### config.mk
export PLATFORM = sky130hd
export DESIGN_NAME = cp0_move_ctl_flat
export DESIGN_NICKNAME = d
export VERILOG_FILES = /design/src/rtl/cp0_pkg.sv /design/src/rtl/cp0_move_ctl_if.sv /design/src/rtl/cp0_timeout_ctr.sv /design/src/rtl/cp0_move_ctl.sv /design/src/flat_wrapper.sv
export SDC_FILE = /design/constraint.sdc
export NUM_CORES = 1
export LEC_CHECK = 0
export ABC_AREA = 1
export BUFFER_PORTS_ARGS = -buffer_cell sky130_fd_sc_hd__buf_2
export CORE_MARGIN = 2
export CORE_UTILIZATION = 25
export CTS_CLUSTER_DIAMETER = 100
export DETAILED_ROUTE_END_ITERATION = 16
export PLACE_DENSITY = 0.43
export SLEW_MARGIN = 20
export SYNTH_ARGS = -nofsm -noshare
export SYNTH_HDL_FRONTEND = slang
export SYNTH_SLANG_ARGS = --single-unit
### constraint.sdc
create_clock -name Phi1 -period 2.9 [get_ports Phi1]
set_clock_uncertainty 0.1 [all_clocks]
set_input_delay 0.29 -clock Phi1 [delete_from_list [all_inputs] [get_ports Phi1]]
set_output_delay 0.29 -clock Phi1 [all_outputs]
set_load 0.01 [all_outputs]
### src/rtl/cp0_pkg.sv
// cp0_pkg: shared types and constants for the coprocessor-0 move path.
//   cp0_state_e : move sequencer state (IDLE / XFER / WAIT)
//   CP0_OP_*    : single-bit op encoding carried down the E/M stages
//   CP0_REGW    : cp0 register-number width
package cp0_pkg;

  localparam int   CP0_REGW   = 5;
  localparam logic CP0_OP_WR  = 1'b1;
  localparam logic CP0_OP_RD  = 1'b0;

  typedef enum logic [1:0] {
    IDLE = 2'd0,
    XFER = 2'd1,
    WAIT = 2'd2
  } cp0_state_e;

endpackage

### src/rtl/cp0_move_ctl_if.sv
// cp0_move_ctl_if: decode, pipeline-control and cp0 handshake signals of the
// cp0 move controller, plus the datapath enables it generates.
//   master : the controller (cp0_move_ctl)
//   slave  : the pipeline / cp0 / datapath side
interface cp0_move_ctl_if;
  import cp0_pkg::*;

  logic                DecMtc0_d;
  logic                DecMfc0_d;
  logic [CP0_REGW-1:0] Cp0Reg_d;
  logic                Stall;
  logic                SquashE;
  logic                SquashM;
  logic                Cp0Ack;

  logic                BenabCop0Latch_s1e;
  logic                BenabCop0Latch_s2e;
  logic                BenabCop0Latch_s1m;
  logic                MvToCop0_s2m;
  logic                cp0BusDrv_s2m;
  logic                Cp0Rd_m;
  logic                Cp0Wr_m;
  logic [CP0_REGW-1:0] Cp0Reg_m;
  logic                Cp0Stall;
  logic                Cp0Timeout;

  modport master (
    input  DecMtc0_d, DecMfc0_d, Cp0Reg_d, Stall, SquashE, SquashM, Cp0Ack,
    output BenabCop0Latch_s1e, BenabCop0Latch_s2e, BenabCop0Latch_s1m,
           MvToCop0_s2m, cp0BusDrv_s2m, Cp0Rd_m, Cp0Wr_m, Cp0Reg_m,
           Cp0Stall, Cp0Timeout
  );

  modport slave (
    output DecMtc0_d, DecMfc0_d, Cp0Reg_d, Stall, SquashE, SquashM, Cp0Ack,
    input  BenabCop0Latch_s1e, BenabCop0Latch_s2e, BenabCop0Latch_s1m,
           MvToCop0_s2m, cp0BusDrv_s2m, Cp0Rd_m, Cp0Wr_m, Cp0Reg_m,
           Cp0Stall, Cp0Timeout
  );

endinterface

### src/rtl/cp0_timeout_ctr.sv
// cp0_timeout_ctr: saturating cycle counter for the cp0 handshake timeout.
//   clk, rst : clock, synchronous active-high reset
//   clr      : force count to 0 (wins over en)
//   en       : count up one, saturating at TIMEOUT
//   hit      : count == TIMEOUT-1 (last waiting cycle before abandon)
module cp0_timeout_ctr #(
  parameter int TIMEOUT = 16,
  parameter int TCW     = 8
) (
  input  logic clk,
  input  logic rst,
  input  logic clr,
  input  logic en,
  output logic hit
);

  logic [TCW-1:0] count_q, count_d;

  always_comb begin
    count_d = count_q;
    if (clr)
      count_d = '0;
    else if (en && (count_q != TCW'(TIMEOUT)))
      count_d = count_q + TCW'(1);
  end

  always_ff @(posedge clk) begin
    if (rst) count_q <= '0;
    else     count_q <= count_d;
  end

  assign hit = (count_q == TCW'(TIMEOUT - 1));

endmodule

### src/rtl/cp0_move_ctl.sv
// cp0_move_ctl: sequences MTC0/MFC0 from D through E and M, generates the
// cp0 bus staging-latch and tri-state enables, and runs the Cp0Ack handshake
// with a timeout, stalling the pipeline while cp0 has not answered.
//   Phi1  : clock
//   Reset : synchronous, active-high
//   bus   : decode/pipeline/cp0 inputs and datapath/cp0 outputs
module cp0_move_ctl
  import cp0_pkg::*;
#(
  parameter int TIMEOUT = 16,
  parameter int TCW     = 8
) (
  input  logic             Phi1,
  input  logic             Reset,
  cp0_move_ctl_if.master   bus
);

  logic                v_e_q,   v_e_d;
  logic                op_e_q,  op_e_d;
  logic [CP0_REGW-1:0] reg_e_q, reg_e_d;
  logic                v_m_q,   v_m_d;
  logic                op_m_q,  op_m_d;
  logic [CP0_REGW-1:0] reg_m_q, reg_m_d;
  cp0_state_e          state_q, state_d;

  logic act, cnt_hit, timeout_hit, cp0_stall, hold, done, load_m;
  logic ctr_clr, is_wr;

  assign act         = (state_q == XFER) || (state_q == WAIT);
  assign timeout_hit = (state_q == WAIT) && cnt_hit;
  assign cp0_stall   = act && !bus.Cp0Ack && !bus.SquashM && !timeout_hit;
  assign hold        = bus.Stall || cp0_stall;
  // Ack or timeout ends the move; both leave cp0_stall low this cycle.
  assign done        = act && (bus.Cp0Ack || timeout_hit);
  assign load_m      = !hold && v_e_q && !bus.SquashE;
  assign is_wr       = (op_m_q == CP0_OP_WR);

  always_comb begin
    v_e_d   = v_e_q;
    op_e_d  = op_e_q;
    reg_e_d = reg_e_q;
    if (!hold) begin
      v_e_d   = bus.DecMtc0_d || bus.DecMfc0_d;
      op_e_d  = bus.DecMtc0_d ? CP0_OP_WR : CP0_OP_RD;
      reg_e_d = bus.Cp0Reg_d;
    end
    if (bus.SquashE) v_e_d = 1'b0;
  end

  // vM and XFER are loaded on the same edge, so the FSM enters XFER in the
  // first M cycle of the move; a finishing move may hand over directly.
  always_comb begin
    v_m_d   = v_m_q;
    op_m_d  = op_m_q;
    reg_m_d = reg_m_q;
    state_d = state_q;
    if (bus.SquashM) begin
      v_m_d   = 1'b0;
      state_d = IDLE;
    end else if (load_m) begin
      v_m_d   = 1'b1;
      op_m_d  = op_e_q;
      reg_m_d = reg_e_q;
      state_d = XFER;
    end else if (done) begin
      v_m_d   = 1'b0;
      state_d = IDLE;
    end else if (state_q == XFER) begin
      state_d = WAIT;
    end
  end

  assign ctr_clr = bus.SquashM || (state_d == XFER);

  cp0_timeout_ctr #(.TIMEOUT(TIMEOUT), .TCW(TCW)) u_ctr (
    .clk (Phi1),
    .rst (Reset),
    .clr (ctr_clr),
    .en  (act),
    .hit (cnt_hit)
  );

  always_ff @(posedge Phi1) begin
    if (Reset) begin
      v_e_q   <= 1'b0;
      op_e_q  <= CP0_OP_RD;
      reg_e_q <= '0;
      v_m_q   <= 1'b0;
      op_m_q  <= CP0_OP_RD;
      reg_m_q <= '0;
      state_q <= IDLE;
    end else begin
      v_e_q   <= v_e_d;
      op_e_q  <= op_e_d;
      reg_e_q <= reg_e_d;
      v_m_q   <= v_m_d;
      op_m_q  <= op_m_d;
      reg_m_q <= reg_m_d;
      state_q <= state_d;
    end
  end

  assign bus.BenabCop0Latch_s1e = v_e_q && (op_e_q == CP0_OP_WR) && !hold && !bus.SquashE;
  assign bus.BenabCop0Latch_s2e = bus.BenabCop0Latch_s1e;
  assign bus.BenabCop0Latch_s1m = (state_q == XFER) && is_wr;
  assign bus.MvToCop0_s2m       = act && is_wr;
  // Read data is only forwarded to MemBus when the move is not being killed.
  assign bus.cp0BusDrv_s2m      = act && !is_wr && bus.Cp0Ack && !bus.SquashM;
  assign bus.Cp0Wr_m            = act && is_wr;
  assign bus.Cp0Rd_m            = act && !is_wr;
  assign bus.Cp0Reg_m           = act ? reg_m_q : '0;
  assign bus.Cp0Stall           = cp0_stall;
  assign bus.Cp0Timeout         = timeout_hit && !bus.Cp0Ack && !bus.SquashM;

endmodule

### src/flat_wrapper.sv
// flat-port wrapper written by rule: the top's interface ports become plain ports
module cp0_move_ctl_flat import cp0_pkg::*;
#(
  parameter int TIMEOUT = 16,
  parameter int TCW     = 8
)
  (Phi1, Reset, bus_DecMtc0_d, bus_DecMfc0_d, bus_Cp0Reg_d, bus_Stall, bus_SquashE, bus_SquashM, bus_Cp0Ack, bus_BenabCop0Latch_s1e, bus_BenabCop0Latch_s2e, bus_BenabCop0Latch_s1m, bus_MvToCop0_s2m, bus_cp0BusDrv_s2m, bus_Cp0Rd_m, bus_Cp0Wr_m, bus_Cp0Reg_m, bus_Cp0Stall, bus_Cp0Timeout);
  cp0_move_ctl_if bus_i ();
  input  logic Phi1;
  input  logic Reset;
  input wire logic [$bits(bus_i.DecMtc0_d)-1:0] bus_DecMtc0_d;
  input wire logic [$bits(bus_i.DecMfc0_d)-1:0] bus_DecMfc0_d;
  input wire logic [$bits(bus_i.Cp0Reg_d)-1:0] bus_Cp0Reg_d;
  input wire logic [$bits(bus_i.Stall)-1:0] bus_Stall;
  input wire logic [$bits(bus_i.SquashE)-1:0] bus_SquashE;
  input wire logic [$bits(bus_i.SquashM)-1:0] bus_SquashM;
  input wire logic [$bits(bus_i.Cp0Ack)-1:0] bus_Cp0Ack;
  output wire logic [$bits(bus_i.BenabCop0Latch_s1e)-1:0] bus_BenabCop0Latch_s1e;
  output wire logic [$bits(bus_i.BenabCop0Latch_s2e)-1:0] bus_BenabCop0Latch_s2e;
  output wire logic [$bits(bus_i.BenabCop0Latch_s1m)-1:0] bus_BenabCop0Latch_s1m;
  output wire logic [$bits(bus_i.MvToCop0_s2m)-1:0] bus_MvToCop0_s2m;
  output wire logic [$bits(bus_i.cp0BusDrv_s2m)-1:0] bus_cp0BusDrv_s2m;
  output wire logic [$bits(bus_i.Cp0Rd_m)-1:0] bus_Cp0Rd_m;
  output wire logic [$bits(bus_i.Cp0Wr_m)-1:0] bus_Cp0Wr_m;
  output wire logic [$bits(bus_i.Cp0Reg_m)-1:0] bus_Cp0Reg_m;
  output wire logic [$bits(bus_i.Cp0Stall)-1:0] bus_Cp0Stall;
  output wire logic [$bits(bus_i.Cp0Timeout)-1:0] bus_Cp0Timeout;
  assign bus_i.DecMtc0_d = bus_DecMtc0_d;
  assign bus_i.DecMfc0_d = bus_DecMfc0_d;
  assign bus_i.Cp0Reg_d = bus_Cp0Reg_d;
  assign bus_i.Stall = bus_Stall;
  assign bus_i.SquashE = bus_SquashE;
  assign bus_i.SquashM = bus_SquashM;
  assign bus_i.Cp0Ack = bus_Cp0Ack;
  assign bus_BenabCop0Latch_s1e = bus_i.BenabCop0Latch_s1e;
  assign bus_BenabCop0Latch_s2e = bus_i.BenabCop0Latch_s2e;
  assign bus_BenabCop0Latch_s1m = bus_i.BenabCop0Latch_s1m;
  assign bus_MvToCop0_s2m = bus_i.MvToCop0_s2m;
  assign bus_cp0BusDrv_s2m = bus_i.cp0BusDrv_s2m;
  assign bus_Cp0Rd_m = bus_i.Cp0Rd_m;
  assign bus_Cp0Wr_m = bus_i.Cp0Wr_m;
  assign bus_Cp0Reg_m = bus_i.Cp0Reg_m;
  assign bus_Cp0Stall = bus_i.Cp0Stall;
  assign bus_Cp0Timeout = bus_i.Cp0Timeout;
  cp0_move_ctl #(.TIMEOUT(TIMEOUT), .TCW(TCW)) u_core (.Phi1(Phi1), .Reset(Reset), .bus(bus_i));
endmodule
==> results.md, run 1 <==
- CP max-delay cell: ha_1
- CTS buffer count: 3
- Flop2flop setup slack: about 940 ps
- Postcts setup bufs: 0
- Most common cell after layout, fill and taps aside: nand2_1
- Post-synth top area cell: dfxtp_1
- Initial Util: 25.6%
- Critical path buffers and inverters: 3
- GRT overflow: 0
- Layout cells sized above 1: 27.0%
- Core area: ~0.0051 mm2
- Fin crit period: about 2300 ps
- Core Rows: 26
- Startpoint types: register
- Max-slew violation count: 0
- Synth warn: 0
- Leak: about 0.70 nW
- R2R depth: 10
- Post-DRT Antenna Nets: 0
- Largest net degree at the start of global routing: 15
- Setup ws final: ~640 ps
- Hold Crit Endpoint: u_core.v_e_q
- Place WS: about 920 ps
- First-pass GRT wire length: about 5000 um
- Syn nets: between 200 and 250
- CP Capture Type: primary output
- Dpl cells: 277
- Detailed-route wire length: between 2000 and 3000 um
- Slew margin rel.: 74.1%
- Synthesized area: approximately 0.0013 mm2
- Drt pass-1 iters: 4
- Min-delay src: bus_DecMfc0_d
- Worst Path Max Fanout: 10
- Synth top area cells: dfxtp_1 35%, nand2_1 11%, inv_1 9.2%
- Worst Path Required: roughly 2500 ps
- Width of the die: between 70 and 80 um
- Nets: between 200 and 250
- Port buffer count: 26
- Worst reg2reg startpoint: u_core.state_q[0]
- # fillers: just under 600
- Hold Buf Count CTS: 0
- WP data arrival: roughly 1900 ps
- Synthesized instance count: 185
- Cell variety after synth: 26
- Cell family with most CP delay: adder cells
- Post-route insts no fill: between 200 and 300
- Final period util: around 78%
- DR vias: 1111
- Worst-Skew Late Latency: 270 ps
- Post-route DRC: 0
- Total Routing Usage GR: 10.6%
- Slew @ Worst Pin: slightly below 400 ps
- Crit Path Category: register to primary output
- Clk sink count: 23
- Synthesized flop and latch total: 23
- Final Hold Fails: 0
- Reg clk slew, reported paths: around 90 ps
- Die ar.: a little under 0.006 mm2
- H-tree depth reported by CTS: 1
- RR Endpoint: u_core.u_ctr.count_q[2]
- Number of DRC markers in iteration 0: 29
- Synth Area per Inst: about 7 um2
- Sequential share of the synthesized area: a little over a third
- Setup TNS: 0 ps
- Layout area overhead: 18.5%
- Hold Path Cell Cnt: 3
- Hold crit path type: primary input to register
- RSZ-0062 raised after global routing: no
- Max VDD drop: about 0.18 mV
- Post-CTS Resized: 0
- Status: finished, final reports clean
- Diodes inserted: 0
- Overall die height: between 70 and 80 um
- Final setup vio count: 0
- CTS tree: yes
- Ports: 27
- Post-DP HPWL: between 2000 and 2500 um
- FMAX: 443 MHz
- Delay of the slowest critical-path stage: about 520 ps
- Most frequent cells in the layout: 37 x nand2_1, 32 x inv_1, 26 x buf_2, 23 x dfxtp_1, 22 x nor2_1
- Via density: just under 4
- Worst-path cell chain: inv_1 -> ha_1 -> inv_2 -> nor3_4 -> nand2_4 -> nand3_2 -> nor2_1 -> buf_2
- Longest Clk Path Bufs: 2
- Top cell type's share of synthesized area: 35.4%
- Vias in the first global route: between 1000 and 1500
- Routability cong.: 0.779
- WL per Instance: roughly 9.5 um
- Maximum Capacitance Violations: 0
- Root Buffer: clkbuf_8
- Power Dens Cells: approximately 370 mW/mm2
- Initial antenna violation count: 0
where the power goes:
group / internal, mW / leakage [nW] / switching (mW)
Sequential: 0.323 / 0.187 / 0.00338
Clock: 0.0973 / 0.0217 / 0.112
Combinational: 0.0139 / 0.494 / 0.0254
Total: 0.434 / 0.703 / 0.141
kinds of logic (layout without fill, tap and decap cells):
group / count (synthesis) / in the layout / share of synthesized area [%]
adder cells (fa/ha/maj): 6 / 6 / 5.77
XOR/XNOR: 4 / 4 / 2.70
AO/OA/AOI/OAI: 20 / 20 / 7.99
AND/OR/NAND/NOR: 91 / 91 / 35.3
buffers and inverters: 41 / 67 / 12.8
flip-flops: 23 / 23 / 35.4
how the worst max path moves through the flow:
stage,start,to,slack (ps),depth (start not counted)
after CTS,u_core.state_q[0],bus_BenabCop0Latch_s2e,610,8
after detailed placement,u_core.state_q[0],bus_BenabCop0Latch_s2e,920,8
after floorplan,u_core.state_q[0],bus_BenabCop0Latch_s2e,1000,9
final,u_core.state_q[0],bus_BenabCop0Latch_s2e,640,8
after global routing,u_core.state_q[0],bus_BenabCop0Latch_s2e,440,8
after global placement,u_core.state_q[0],bus_BenabCop0Latch_s1e,950,8
area by class of cell:
class	instances	area, um2	area share [%]
flip-flops and latches	23	460	29.9
inverters	37	140	9.10
clock inverters	1	7.51	0.487
multi-input cells	121	673	43.7
repair buffers	26	130	8.45
well taps	70	87.6	5.69
clock buffers	3	41.3	2.68
sequential cells by signal, indices dropped and copies added, names as in the netlist:
register and cells:
u_core.is_wr 1, u_core.op_e_q 1, u_core.reg_e_q 5, u_core.reg_m_q 5, u_core.state_q 2, u_core.u_ctr.count_q 8, u_core.v_e_q 1
per-layer routing:
metal | share of wire (%) | wire (um) | GRT usage, %
met1 | 49 | 1310 | 13.7
met2 | 44 | 1190 | 17.2
met3 | 5.9 | 158 | 3.20
met4 | 0.56 | 15 | 2.73
met5 | 0 | 0 | 0
worst min-delay path, stage by stage:
cell and delay, ps:
buf_2 70, nor3_1 40, nor2_1 80
cells in the mapped netlist, drive strengths merged:
library cell,number
nand2,44
clkinv,1
buf,3
xor2,3
nor4,1
nand3,6
nor3,5
dfxtp,23
inv,36
ha,6
nand4,4
a21oi,8
nor2,31
clkbuf,1
o21ai,12
xnor2,1
through the flow:
step                power [mW]  hold WS (ps)  cell area, um2  util, %
floorplan                0.357           329            1300        -
detailed placement       0.374           357            1490     29.4
global route             0.607           166            1540     30.4
global placement         0.374           353            1490     29.4
CTS                      0.588           134            1540     30.4
finish                   0.575           143            1540     30.4
Power figures use the tool's default switching activity.
==> run 2, diff against run 1 <==
--- a/config.mk
+++ b/config.mk
@@ -11,7 +11,7 @@
 export CORE_UTILIZATION = 25
 export CTS_CLUSTER_DIAMETER = 100
 export DETAILED_ROUTE_END_ITERATION = 16
-export PLACE_DENSITY = 0.43
+export PLACE_DENSITY = 0.44
 export SLEW_MARGIN = 20
 export SYNTH_ARGS = -nofsm -noshare
 export SYNTH_HDL_FRONTEND = slang
==> constraint.sdc (replaced) <==
create_clock -name Phi1 -period 1.98 [get_ports Phi1]
set_clock_uncertainty 0.1 [all_clocks]
set_input_delay 0.198 -clock Phi1 [delete_from_list [all_inputs] [get_ports Phi1]]
set_output_delay 0.198 -clock Phi1 [all_outputs]
set_load 0.01 [all_outputs]
==> run 2 against run 1 <==
Against the previous run: flip-flop and latch count is the same; register-to-register slack lost 700 ps; setup slack lost 520 ps; combinational power grew 50%; global-route usage shrank 0.22 points; worst hold slack lost 84 ps; sequential power grew 47%; critical path depth is the same; die area is the same; total power grew 45%; first-iteration DRC count shrank 34%.
==> results.md, run 2 (synthesis gave the netlist of run 1 again) <==
- R2R depth: 10 (unchanged)
- RSZ-0062 raised after global routing: no
- Slew margin rel.: 76.3% (+2.2 points)
- Leak: 0.720 nW (+2.4%)
- Post-route insts no fill: 284 (+1.1%)
- RR Endpoint: u_core.v_e_q
- Hold slack: 59.8 ps (-83.6 ps)
- Slew @ Worst Pin: 354 ps (-33.6 ps)
- Nets: 234 (+1.3%)
- Max VDD drop: 0.276 mV (+55%)
- First-pass GRT wire length: 4930 um (-2.3%)
- Initial antenna violation count: 0 (unchanged)
- Worst-Skew Late Latency: 270 ps (about the same)
- WP data arrival: 1550 ps (-320 ps)
- CTS buffer count: 3 (unchanged)
- Hold Buf Count CTS: 0 (unchanged)
- Most frequent cells in the layout: 37 x nand2_1, 32 x inv_1, 26 x buf_2, 20 x nor2_1, 19 x dfxtp_1
- CP Capture Type: primary output
- DR vias: 1130 (+1.7%)
- Worst Path Max Fanout: 4 (-6)
- Worst reg2reg startpoint: u_core.state_q[1]
- Largest regs: u_core.u_ctr.count_q: 8 flops, u_core.reg_e_q: 5 flops, u_core.reg_m_q: 5 flops
- Flop2flop setup slack: 240 ps (-700 ps)
- Vias in the first global route: 1131 (+1.1%)
- GRT overflow: 0 (unchanged)
- Post-DP HPWL: 2220 um (+4.2%)
- Post-DRT Antenna Nets: 0 (unchanged)
- Final Hold Fails: 0 (unchanged)
- Width of the die: 76.1 um (unchanged)
- CTS tree: yes
- Startpoint types: register
- Final period util: between 90 and 100%
- Biggest register: u_core.u_ctr.count_q
- Longest Clk Path Bufs: 2 (unchanged)
- Hold Path Cell Cnt: 3 (unchanged)
- Core area: 0.00507 mm2 (unchanged)
- Psw: 0.202 mW (+43%)
- Comb pwr share: 7.1% (+0.3 points)
- Clock power frac: 35.8% (-0.6 points)
- Fin util: 31.1% (+0.79 points)
- Crit Path Category: register to primary output
- Layout cells sized above 1: 31.3% (+4.3 points)
- Total Routing Usage GR: 10.4% (-0.22 points)
- Hold Crit Endpoint: u_core.v_e_q
- Overall die height: 76.1 um (unchanged)
- Root Buffer: clkbuf_8
- Detailed-route wire length: 2790 um (+4.5%)
- Via density: 3.98 (+0.64%)
- Core Rows: 26 (unchanged)
- Dpl cells: 278 (+0.36%)
- Maximum Capacitance Violations: 0 (unchanged)
- Power Dens Cells: 529 mW/mm2 (+42%)
- Sw Ratio: 24.2% (-0.34 points)
- FMAX: between 500 and 600 MHz
- Number of DRC markers in iteration 0: 19 (-34%)
- Internal power: 0.634 mW (+46%)
- Die ar.: 0.00579 mm2 (unchanged)
- Most common cell after layout, fill and taps aside: nand2_1
- Worst Path Required: 1680 ps (-830 ps)
- Clk sink count: 23 (unchanged)
- Largest register FFs: 8 (unchanged)
- Final setup vio count: 0 (unchanged)
- Layout area overhead: 21.6%
- Initial Util: 25.6% (unchanged)
- Min-delay src: bus_DecMfc0_d
- Flop pwr share: 57.1% (+0.4 points)
- Setup TNS: 0 ps (unchanged)
- Diodes inserted: 0 (unchanged)
- Drt pass-1 iters: 4 (unchanged)
- Hold crit path type: primary input to register
- Fin crit period: between 1500 and 2000 ps
- Reg clk slew, reported paths: 90 ps (about the same)
- WL per Instance: 9.82 um (+3.4%)
- Max-slew violation count: 0 (unchanged)
- Port buffer count: 26 (unchanged)
- H-tree depth reported by CTS: 1 (unchanged)
- Status: finished, final reports clean
- Pwr Total: 0.836 mW (+45%)
- Ports: 27 (unchanged)
- Routability cong.: 0.755 (-3.1%)
- Largest net degree at the start of global routing: 14 (-1)
- Post-route DRC: 0 (unchanged)
[run 2: cell types whose count changed in the layout (fill, tap and decap cells not counted)]
cell        previous run  this run
nand3_2                2         1
nor2_1                22        20
ha_2                   0         1
nor2_2                 9        11
clkinvlp_4             1         0
dfxtp_2                0         4
clkinv_2               1         2
buf_4                  0         3
dfxtp_1               23        19
nand3_4                0         1
ha_1                   6         5
[run 2: layout make-up]
cell class / count / area, um2
tap: 70 / 87.6
multi-input combinational: 121 / 688
clock buffer: 3 / 41.3
fill: 582 / 3490
timing repair buffer: 29 / 153
clock inverter: 1 / 5.00
sequential: 23 / 465
inverter: 37 / 140
[run 2: worst max-delay path, stage by stage, from the launching register on]
cell     delay (ps)
dfxtp_2         360
ha_2            190
nand2_2          80
nor2_2          130
nand2_2         100
nand2_4         110
nand3_4          80
nor2_2          100
buf_2           130
[run 2: worst max-delay path by stage]
stage	start	endpoint	slack, ps	cells past startpoint
after floorplan	u_core.state_q[0]	bus_BenabCop0Latch_s2e	170	9
after global placement	u_core.state_q[1]	u_core.u_ctr.count_q[7]	310	10
after detailed placement	u_core.state_q[0]	u_core.u_ctr.count_q[4]	290	10
after CTS	u_core.state_q[0]	bus_BenabCop0Latch_s1e	10	8
after global routing	u_core.state_q[0]	bus_BenabCop0Latch_s1e	4	9
final	u_core.u_ctr.count_q[1]	bus_BenabCop0Latch_s1e	130	8
[run 2: power by group through the flow]
stage               Clock [mW]  Combinational, mW  Sequential, mW
global placement             0             0.0590           0.489
global route             0.332             0.0685           0.480
CTS                      0.312             0.0592           0.478
finish                   0.299             0.0590           0.478
detailed placement           0             0.0591           0.489
floorplan                    0             0.0355           0.487
[run 2: timing repair]
item,CTS,global route
resized for setup,0,8
buffers inserted,0,2
endpoints found under the setup margin,0,2
[run 2: layer usage]
layer	wire length [um]	global-route usage, %
met5	0	0
met4	13	2.73
met3	129	2.49
met2	1340	18.2
met1	1310	12.7
[run 2: through the flow]
stage	setup slack, ps	instance area (um2)
2_1_floorplan	175	1300
3_3_place_gp	311	1500
3_5_place_dp	294	1500
4_1_cts	13.1	1550
5_1_grt	3.78	1580
6_report	129	1580
==> run 3, diff against run 2 <==
--- a/config.mk
+++ b/config.mk
@@ -7,6 +7,7 @@
 export LEC_CHECK = 0
 export ABC_AREA = 1
 export BUFFER_PORTS_ARGS = -buffer_cell sky130_fd_sc_hd__buf_2
+export CAP_MARGIN = 20
 export CORE_MARGIN = 2
 export CORE_UTILIZATION = 25
 export CTS_CLUSTER_DIAMETER = 100
==> constraint.sdc (replaced) <==
create_clock -name Phi1 -period 1.98 [get_ports Phi1]
set_clock_uncertainty 0.1 [all_clocks]
set_input_delay 0.396 -clock Phi1 [delete_from_list [all_inputs] [get_ports Phi1]]
set_output_delay 0.396 -clock Phi1 [all_outputs]
set_load 0.01 [all_outputs]
==> run 3 against run 2 <==
Against the previous run: routed wire length grew 1.7%; non-clock buffer count rose by 5; final cell count up 1.8%; clock power rose by 2%; largest cell class unchanged.
==> results.md, run 3 (synthesis gave the netlist of run 1 again) <==
- WL per Instance: 9.81 um (about the same)
- Cell family with most CP delay: flip-flops
- Hold crit path type: primary input to register
- Maximum Capacitance Violations: 0 (unchanged)
- Largest net degree at the start of global routing: 15 (+1)
- Final period util: 99.5% (+6.0 points)
- Overall die height: 76.1 um (unchanged)
- Delay of the slowest critical-path stage: 390 ps (+30 ps)
- Flop2flop setup slack: 140 ps (-100 ps)
- Final Hold Fails: 0 (unchanged)
- Die ar.: 0.00579 mm2 (unchanged)
- Post-DP HPWL: 2180 um (-1.8%)
- Routability cong.: 0.744 (-1.5%)
- Fin util: 33.3% (+2.1 points)
- DR vias: 1156 (+2.3%)
- Nets: 239 (+2.1%)
- # fillers: 581 (-0.17%)
- Core Rows: 26 (unchanged)
- Drt pass-1 iters: 3 (-1)
- Leak: 0.748 nW (+3.8%)
- Setup TNS: 0 ps (unchanged)
- Port buffer count: 26 (unchanged)
- Initial antenna violation count: 0 (unchanged)
- Width of the die: 76.1 um (unchanged)
- GRT overflow: 0 (unchanged)
- FMAX: 507 MHz (-6.0%)
- Slew @ Worst Pin: 360 ps (+5.71 ps)
- Post-DRT Antenna Nets: 0 (unchanged)
- Clk sink count: 23 (unchanged)
- Diodes inserted: 0 (unchanged)
- Hold Buf Count CTS: 0 (unchanged)
- Cell seen most often among critical-path stages: inv_4
- Detailed-route wire length: 2840 um (+1.7%)
- Layout cells sized above 1: 35.6% (+4.3 points)
- CP startpoint: u_core.state_q[1]
- RSZ-0062 raised after global routing: yes
- Crit Path Category: register to primary output
- CTS tree: yes
- WP data arrival: 1470 ps (-80 ps)
- Layout area overhead: 29.8%
- Most frequent cells in the layout: 36 x nand2_1, 30 x inv_1, 25 x buf_2, 20 x nor2_1, 19 x dfxtp_1
- H-tree depth reported by CTS: 1 (unchanged)
- CTS buffer count: 3 (unchanged)
- Biggest register: u_core.u_ctr.count_q
- Post-route DRC: 0 (unchanged)
- Critical path endpoint: bus_BenabCop0Latch_s1e
- R2R depth: 11 (+1)
- Final setup vio count: 0 (unchanged)
- Worst-Skew Late Latency: 270 ps (about the same)
- Power Dens Cells: 499 mW/mm2 (-5.7%)
- Startpoint types: register
- Number of DRC markers in iteration 0: 25 (+6)
- CP Capture Type: primary output
- Ports: 27 (unchanged)
- RR Endpoint: u_core.v_e_q
- Via density: 4.00 (+0.53%)
- Fin crit period: 1970 ps (+119 ps)
- Root Buffer: clkbuf_8
- Largest regs: u_core.u_ctr.count_q: 8 flops, u_core.reg_e_q: 5 flops, u_core.reg_m_q: 5 flops
- Worst-path cell chain: inv_4 -> ha_4 -> inv_4 -> nor3_4 -> nand2_4 -> nand3_4 -> nor2_4 -> buf_2
- Longest Clk Path Bufs: 2 (unchanged)
- Max-slew violation count: 0 (unchanged)
- Slew margin rel.: 75.9% (-0.38 points)
- Largest register FFs: 8 (unchanged)
- Total Routing Usage GR: 9.94% (-0.42 points)
- Core area: 0.00507 mm2 (unchanged)
- Vias in the first global route: 1093 (-3.4%)
- Most common cell after layout, fill and taps aside: nand2_1
- Levels on crit path: 8 (unchanged)
- Status: finished, final reports clean
- Worst Path Max Fanout: 3 (-1)
- Pwr Total: 0.842 mW (+0.67%)
- Worst reg2reg startpoint: u_core.state_q[1]
- Worst Path Required: 1480 ps (-200 ps)
- First-pass GRT wire length: 4840 um (-1.8%)
- Reg clk slew, reported paths: 90 ps (about the same)
- Max VDD drop: 0.340 mV (+23%)
- CP max-delay cell: dfxtp_4
- Critical path buffers and inverters: 3 (+2)
- Initial Util: 25.6% (unchanged)
## run 3: changes by cell type in the layout (fill, tap and decap cells not counted), sizes merged
| cell | previous run | this run |
|---|---|---|
| clkinv | 2 | 1 |
| buf | 29 | 34 |
| clkinvlp | 0 | 1 |
## run 3: layout make-up
type	instances	area, um2	area share [%]
multi-input cells	121	737	43.7
well taps	70	87.6	5.19
repair buffers	34	196	11.6
inverters	37	148	8.75
clock inverters	1	7.51	0.445
clock buffers	3	41.3	2.45
flip-flops and latches	23	470	27.9
## run 3: per-stage QoR
| stage | instances | instance area, um2 | setup slack [ps] | hold WS [ps] |
|---|---|---|---|---|
| floorplan | 185 | 1300 | 44.7 | 340 |
| global placement | 278 | 1500 | 177 | 353 |
| detailed placement | 278 | 1500 | 153 | 356 |
| CTS | 286 | 1620 | -14.0 | 251 |
| global route | 289 | 1690 | -58.1 | 251 |
| finish | 289 | 1690 | 9.49 | 250 |
## run 3: what timing repair did
item	in CTS	in global routing
resized for setup	9	13
pin swaps	4	3
buffers inserted	4	3
endpoints found under the setup margin	5	8
## run 3: worst min path at each step
stage,from,endpoint,cells past startpoint
floorplan,u_core.op_e_q,u_core.is_wr,2
global placement,u_core.reg_e_q[1],u_core.reg_m_q[1],2
detailed placement,u_core.reg_e_q[1],u_core.reg_m_q[1],2
CTS,bus_DecMfc0_d,u_core.v_e_q,3
global route,bus_DecMfc0_d,u_core.v_e_q,3
finish,bus_DecMfc0_d,u_core.v_e_q,3
## run 3: power by group
part	internal, mW	switching (mW)
logic	0.0228	0.0401
clock network	0.142	0.161
registers	0.470	0.00514
## run 3: layer usage
layer	vias to the layer above	GRT usage (%)	part of all wire [%]
li1	631	-	-
met1	508	11.5	46
met2	15	18.9	50
met3	2	2.49	3.2
met4	0	1.09	0.42
met5	-	0	0
## run 3: worst min-delay path: stages
cell    delay [ps]
buf_2           70
nor3_1          40
nor2_1          80
